[config.mk]
export PLATFORM = sky130hd
export DESIGN_NAME = i2s_audio_in
export DESIGN_NICKNAME = d
export VERILOG_FILES = /design/src/rtl/i2s_pkg.sv /design/src/rtl/sync_edge_det.sv /design/src/rtl/i2s_audio_in.sv
export SDC_FILE = /design/constraint.sdc
export NUM_CORES = 1
export LEC_CHECK = 0
export BUFFER_PORTS_ARGS = -buffer_cell sky130_fd_sc_hd__buf_2
export CORE_UTILIZATION = 35
export CTS_CLUSTER_SIZE = 24
export DETAILED_ROUTE_END_ITERATION = 6
export PLACE_DENSITY_LB_ADDON = 0.15
export SYNTH_ARGS = -nofsm -noshare
export SYNTH_HDL_FRONTEND = slang
export SYNTH_SLANG_ARGS = --single-unit
export TNS_END_PERCENT = 30
[constraint.sdc]
create_clock -name clk -period 3.5 [get_ports clk]
set_clock_uncertainty 0.2 [all_clocks]
set_input_delay 0.175 -clock clk [delete_from_list [all_inputs] [get_ports clk]]
set_output_delay 0.175 -clock clk [all_outputs]
set_load 0.01 [all_outputs]
[src/rtl/i2s_pkg.sv]
`default_nettype none
// ---------------------------------------------------------------------
// i2s_pkg: shared slot-tracking state type and default widths. Rev 1.0
// ---------------------------------------------------------------------
package i2s_pkg;

  localparam int DEFAULT_SAMPLE_WIDTH  = 16;
  localparam int DEFAULT_MAX_SLOT_BITS = 32;

  typedef enum logic [1:0] {
    SYNC  = 2'd0,
    LEFT  = 2'd1,
    RIGHT = 2'd2
  } state_t;

endpackage
`default_nettype wire

[src/rtl/sync_edge_det.sv]
`default_nettype none
// ---------------------------------------------------------------------
// sync_edge_det: 2-FF synchroniser plus registered rise/fall pulses. Rev 1.0
// ---------------------------------------------------------------------
module sync_edge_det
  import i2s_pkg::*;
(
  input  logic clk,
  input  logic rst,
  input  logic din,
  output logic level,
  output logic rise,
  output logic fall
);

  logic meta;
  logic sync;
  logic prev;

  always_ff @(posedge clk or negedge rst) begin
    if (!rst) begin
      meta <= 1'b0;
      sync <= 1'b0;
      prev <= 1'b0;
      rise <= 1'b0;
      fall <= 1'b0;
    end else begin
      meta <= din;
      sync <= meta;
      prev <= sync;
      rise <= sync & ~prev;
      fall <= ~sync & prev;
    end
  end

  // level is taken one stage late so it lines up with the edge pulses
  assign level = prev;

endmodule
`default_nettype wire

[src/rtl/i2s_audio_in.sv]
`default_nettype none
// ---------------------------------------------------------------------
// i2s_audio_in: oversampled I2S receiver producing left/right sample pairs.
// Define I2S_IN_SHORT_SLOT_DET_EN to enable the o_err short-slot pulse. Rev 1.0
// ---------------------------------------------------------------------
module i2s_audio_in
  import i2s_pkg::*;
#(
  parameter int SAMPLE_WIDTH  = DEFAULT_SAMPLE_WIDTH,
  parameter int MAX_SLOT_BITS = DEFAULT_MAX_SLOT_BITS
) (
  input  logic                    clk,
  input  logic                    rst,
  input  logic                    bclk,
  input  logic                    lrclk,
  input  logic                    sdata,
  output logic [SAMPLE_WIDTH-1:0] o_left,
  output logic [SAMPLE_WIDTH-1:0] o_right,
  output logic                    o_valid,
  output logic                    o_err
);

  localparam int CNT_W = $clog2(MAX_SLOT_BITS + 1);
  localparam logic [CNT_W-1:0] SW_CNT  = CNT_W'(SAMPLE_WIDTH);
  localparam logic [CNT_W-1:0] MAX_CNT = CNT_W'(MAX_SLOT_BITS);

  logic bclk_rise;
  logic bclk_fall;
  logic bclk_lvl;
  logic lr_lvl;
  logic lr_rise;
  logic lr_fall;

  sync_edge_det u_bclk_sync (
    .clk   (clk),
    .rst   (rst),
    .din   (bclk),
    .level (bclk_lvl),
    .rise  (bclk_rise),
    .fall  (bclk_fall)
  );

  sync_edge_det u_lrclk_sync (
    .clk   (clk),
    .rst   (rst),
    .din   (lrclk),
    .level (lr_lvl),
    .rise  (lr_rise),
    .fall  (lr_fall)
  );

  logic unused_edges;
  assign unused_edges = &{1'b0, bclk_fall, bclk_lvl, lr_rise, lr_fall};

  // Data gets the same three-stage delay so it aligns with bclk_rise
  logic sd_meta;
  logic sd_sync;
  logic sd_bit;

  always_ff @(posedge clk or negedge rst) begin
    if (!rst) begin
      sd_meta <= 1'b0;
      sd_sync <= 1'b0;
      sd_bit  <= 1'b0;
    end else begin
      sd_meta <= sdata;
      sd_sync <= sd_meta;
      sd_bit  <= sd_sync;
    end
  end

  // ws_d = lrclk at the previous bit, ws_dd = the one before that
  logic ws_d;
  logic ws_dd;
  logic ws_to_left;
  logic ws_to_right;

  always_ff @(posedge clk or negedge rst) begin
    if (!rst) begin
      ws_d  <= 1'b0;
      ws_dd <= 1'b0;
    end else if (bclk_rise) begin
      ws_d  <= lr_lvl;
      ws_dd <= ws_d;
    end
  end

  assign ws_to_left  = bclk_rise & ~ws_d &  ws_dd;
  assign ws_to_right = bclk_rise &  ws_d & ~ws_dd;

  state_t state;
  state_t state_nxt;
  logic   slot_start;
  logic   slot_end;

  always_ff @(posedge clk or negedge rst) begin
    if (!rst) state <= SYNC;
    else      state <= state_nxt;
  end

  always_comb begin
    state_nxt  = state;
    slot_start = 1'b0;
    slot_end   = 1'b0;
    case (state)
      SYNC: begin
        if (ws_to_left) begin
          state_nxt  = LEFT;
          slot_start = 1'b1;
        end
      end
      LEFT: begin
        if (ws_to_right) begin
          state_nxt  = RIGHT;
          slot_start = 1'b1;
          slot_end   = 1'b1;
        end
      end
      RIGHT: begin
        if (ws_to_left) begin
          state_nxt  = LEFT;
          slot_start = 1'b1;
          slot_end   = 1'b1;
        end
      end
      default: state_nxt = SYNC;
    endcase
  end

  logic [CNT_W-1:0]        bit_cnt;
  logic [SAMPLE_WIDTH-1:0] shift;
  logic [SAMPLE_WIDTH-1:0] left_hold;
  logic                    left_pend;
  logic                    short_slot;

  assign short_slot = slot_end & (bit_cnt < SW_CNT);

  // Slot end is evaluated on the old count/shift; the bit on that same
  // bclk edge is already the MSB of the next slot.
  always_ff @(posedge clk or negedge rst) begin
    if (!rst) begin
      bit_cnt   <= '0;
      shift     <= '0;
      left_hold <= '0;
      left_pend <= 1'b0;
      o_left    <= '0;
      o_right   <= '0;
      o_valid   <= 1'b0;
    end else begin
      o_valid <= 1'b0;
      if (slot_end) begin
        if (short_slot) begin
          left_pend <= 1'b0;
        end else if (state == LEFT) begin
          left_hold <= shift;
          left_pend <= 1'b1;
        end else if (left_pend) begin
          o_left    <= left_hold;
          o_right   <= shift;
          o_valid   <= 1'b1;
          left_pend <= 1'b0;
        end
      end
      if (slot_start) begin
        bit_cnt <= CNT_W'(1);
        shift   <= SAMPLE_WIDTH'(sd_bit);
      end else if (bclk_rise && state != SYNC) begin
        if (bit_cnt < SW_CNT)  shift   <= SAMPLE_WIDTH'({shift, sd_bit});
        if (bit_cnt < MAX_CNT) bit_cnt <= bit_cnt + CNT_W'(1);
      end
    end
  end

`ifdef I2S_IN_SHORT_SLOT_DET_EN
  logic err_q;

  always_ff @(posedge clk or negedge rst) begin
    if (!rst) err_q <= 1'b0;
    else      err_q <= short_slot;
  end

  assign o_err = err_q;
`else
  assign o_err = 1'b0;
`endif

endmodule
`default_nettype wire
==> impl_metrics.env <==
export IMPL_result_of_the_run="finished clean"
export IMPL_final_total_negative_setup_slack_ns=0
export IMPL_grt_setup_unrepaired="false"
export IMPL_synth_top_cell_area_share=0.637
export IMPL_syn_to_final_growth_pct=15.7
export IMPL_clk_pin_slew_worst_paths_ns=0.08
export IMPL_crit_cells=7
export IMPL_synth_area_um2=3380
export IMPL_cts_hold_buf=4
export IMPL_tightestPinTransition_ns=1.09
export IMPL_tritoncts_num_buffers=9
export IMPL_via_count=1948
export IMPL_num_antenna_cells=0
export IMPL_floorplan_die_width_um=100
export IMPL_slew_viol_final=0
export IMPL_cell_count_after_synthesis=252
export IMPL_yosysTopAreaCell="sky130_fd_sc_hd__dfrtp_1"
export IMPL_core_um2=9280
export IMPL_chipHeight_um=100
export IMPL_worst_path_maximum_fanout=32
export IMPL_number_of_register_bits_inferred_by_synthesis=86
export IMPL_worst_ep_required_time_ns=3.53
export IMPL_dr_max_layer_used="met4"
export IMPL_grt_pass1_vias=1904
export IMPL_setup_worst_path_class="flop to flop"
export IMPL_root_buffer="sky130_fd_sc_hd__clkbuf_8"
export IMPL_cp_endpoint="o_left[12]$_DFFE_PN0P_"
export IMPL_final_hold_worst_slack_ns=0.153
export IMPL_post_route_core_utilization=0.421
export IMPL_share_seq_of_total_power=0.537
export IMPL_worst_setup_path_end_kind="flop"
export IMPL_worstSetupStartpoint="state[0]$_DFFE_PN0P_"
export IMPL_placementRows=35
export IMPL_combinationalPowerShare=0.135
export IMPL_dp_cells=408
export IMPL_port_buffers=37
export IMPL_critical_path_max_stage_delay_ns=0.42
export IMPL_leakagePower_nw=1.99
export IMPL_track_usage=0.126
export IMPL_critical_path_slowest_cell="sky130_fd_sc_hd__dfrtp_1"
export IMPL_grt_first_pass_wirelength_um=9800
export IMPL_wirelength_um=5630
export IMPL_drt_pre_antenna_iters=4
export IMPL_dr_wl_met3_um=200
export IMPL_slew_headroom=0.276
export IMPL_routed_wire_length_per_instance_um=13.1
export IMPL_cap_violations=0
export IMPL_post_synth_cell_area_avg_um2=13.4
export IMPL_power_switching_share=0.278
export IMPL_met2_length_um=2500
export IMPL_dr_iter_0_viols=92
export IMPL_cts_max_level=3
export IMPL_final_min_period_over_clock_period=0.701
export IMPL_power_per_cell_area_nw_per_um2=557
export IMPL_crit_arrival_ns=2.49
export IMPL_later_pin_clock_latency_in_the_skew_report_ns=0.35
export IMPL_synthesis_nets=264
export IMPL_grt_start_max_net_pins=87
export IMPL_cpLargestDelayFamily="buffers and inverters"
export IMPL_tritoncts="done"
export IMPL_power_ir_vdd_worst_mv=0.225
export IMPL_rrSetupSlack_ns=1.05
export IMPL_instances_no_fill=428
export IMPL_boundaryPins=39
export IMPL_area_sequential_um2=2150
export IMPL_number_of_antenna_violations_at_the_first_check_in_global_routing=0
export IMPL_path_buf_inv=2
export IMPL_layout_nets=306
export IMPL_depth_of_the_worst_register_to_register_path=7
export IMPL_drt_met1_wl_um=2850
export IMPL_drt_drc_violations_left=0
export IMPL_dieArea_um2=10100
export IMPL_cts_setup_buffers=0
export IMPL_synth_seq_area_share=0.637
export IMPL_max_clock_freq_mhz=408
export IMPL_min_path_type="flop to flop"
export IMPL_final_min_clock_period_ns=2.45
export IMPL_detail_route_antenna_nets=0
export IMPL_r2r_end="o_left[12]$_DFFE_PN0P_"
export IMPL_r2r_start="state[0]$_DFFE_PN0P_"
export IMPL_multi_input_area_um2=1140
export IMPL_max_clock_path_buffers=2
export IMPL_cts_repair_resized=0
export IMPL_p_total_mw=2.18
export IMPL_layout_drive_gt1_share=0.351
export IMPL_grt_remaining_overflow=0
export IMPL_synth_cell_types=31
export IMPL_finalSetupViolations=0
export IMPL_fill_cells=897
export IMPL_detailed_placement_hpwl_um=3330
export IMPL_path_cells="inv_1 > ha_1 > nand2_1 > or2_1 > nor3_4 > buf_4 > mux2_2"
export IMPL_cell_internal_pwr_mw=1.57
export IMPL_netlist_top_cells_area="sky130_fd_sc_hd__dfrtp_1, sky130_fd_sc_hd__mux2_2, sky130_fd_sc_hd__nand2_1, sky130_fd_sc_hd__ha_1, sky130_fd_sc_hd__a21oi_1"
export IMPL_routabilityCongestion=0.672
export IMPL_start_kind="flop"
export IMPL_netSwitchingPower_mw=0.606
export IMPL_initial_core_util=0.364
export IMPL_synth_yosys_warnings=0
export IMPL_hold_viol=0
export IMPL_route_detailed_vias_per_inst=4.55
export IMPL_clock_sinks=86
export IMPL_p_clk_frac=0.328
[cells in the mapped netlist (all sizes together)]
library cell,number
nand2b,3
nand4b,1
o21ai,4
mux2i,2
nor2b,2
nand4,1
inv,5
dfrtp,86
conb,1
nand2,36
ha,7
or2,1
a31oi,2
nor3b,1
xnor2,1
clkbuf,4
nor3,2
nand3b,2
and2,1
buf,7
a21oi,16
a41oi,1
xor2,3
nand3,1
nor2,9
and3,2
mux2,51
[power groups by stage]
stage	sequential, mW	combinational (mW)	clock [mW]
after global routing	1.19	0.340	0.785
after floorplan	1.16	0.228	0
after CTS	1.17	0.299	0.749
final	1.17	0.293	0.715
after global placement	1.19	0.291	0
after detailed placement	1.19	0.296	0
[per-layer routing]
layer	vias to the layer above	GRT usage
met5	-	0
met4	0	0.0502
met3	7	0.0376
met2	37	0.190
met1	966	0.171
li1	938	-
[state kept, by name, indices dropped and copies added, names as in the netlist, 2 cells and up]
name       count
o_left        16
state          2
o_right       16
left_hold     16
bit_cnt        6
shift         16
[metrics by stage]
step / cell area (µm²) / worst slack [ns]
2_1_floorplan: 3380 / 1.34
3_3_place_gp: 3660 / 1.06
3_5_place_dp: 3660 / 1.05
4_1_cts: 3910 / 1.03
5_1_grt: 3910 / 0.878
6_report: 3910 / 1.05
[cell type report]
| cell class | count | share of cell area |
|---|---|---|
| sequential | 86 | 0.550 |
| timing repair buffer | 42 | 0.0601 |
| inverter | 5 | 0.00480 |
| tap | 129 | 0.0413 |
| multi-input combinational | 150 | 0.290 |
| clock buffer | 11 | 0.0387 |
| clock inverter | 5 | 0.0147 |
[logic make-up (layout without fill, tap and decap cells)]
kind of cell / Yosys count / count (layout) / synth area share
flops: 86 / 86 / 0.637
simple gates: 62 / 62 / 0.0870
mux: 53 / 53 / 0.176
compound gates: 23 / 23 / 0.0359
buf+inv: 16 / 63 / 0.0274
fa+ha+maj: 7 / 7 / 0.0259
xor+xnor: 4 / 4 / 0.0104
other cells: 1 / 1 / 0.00111
[worst min path at each step]
stage,start,end,slack [ns],cells past startpoint
after floorplan,rst,bit_cnt[0]$_DFFE_PN0P_,-0.32,0
after global placement,bclk,u_bclk_sync.meta$_DFF_PN0_,0.08,1
after detailed placement,bclk,u_bclk_sync.meta$_DFF_PN0_,0.08,1
after CTS,u_lrclk_sync.sync$_DFF_PN0_,u_lrclk_sync.level$_DFF_PN0_,0.16,0
after global routing,u_bclk_sync.meta$_DFF_PN0_,u_bclk_sync.sync$_DFF_PN0_,0.16,0
final,u_bclk_sync.meta$_DFF_PN0_,u_bclk_sync.sync$_DFF_PN0_,0.15,0
[placed cells by master, fill, tap and decap left out, types with 2 or more instances in the layout]
master                          Yosys  final
sky130_fd_sc_hd__dfrtp_1           86     86
sky130_fd_sc_hd__mux2_2            49     49
sky130_fd_sc_hd__nand2_1           36     36
sky130_fd_sc_hd__buf_2              2     36
sky130_fd_sc_hd__a21oi_1           16     16
sky130_fd_sc_hd__clkbuf_8           0     11
sky130_fd_sc_hd__nor2_1             9      9
sky130_fd_sc_hd__ha_1               7      7
sky130_fd_sc_hd__inv_1              5      5
sky130_fd_sc_hd__o21ai_0            4      4
sky130_fd_sc_hd__dlygate4sd3_1      0      4
sky130_fd_sc_hd__nand2b_1           3      3
sky130_fd_sc_hd__xor2_1             3      3
sky130_fd_sc_hd__clkinvlp_4         0      3
sky130_fd_sc_hd__nor2b_1            2      2
sky130_fd_sc_hd__nand3b_1           2      2
sky130_fd_sc_hd__a31oi_1            2      2
sky130_fd_sc_hd__mux2i_1            2      2
sky130_fd_sc_hd__and3_1             2      2
sky130_fd_sc_hd__mux2_1             2      2
sky130_fd_sc_hd__buf_4              2      2
No activity file was read; power rests on OpenSTA's default activity.
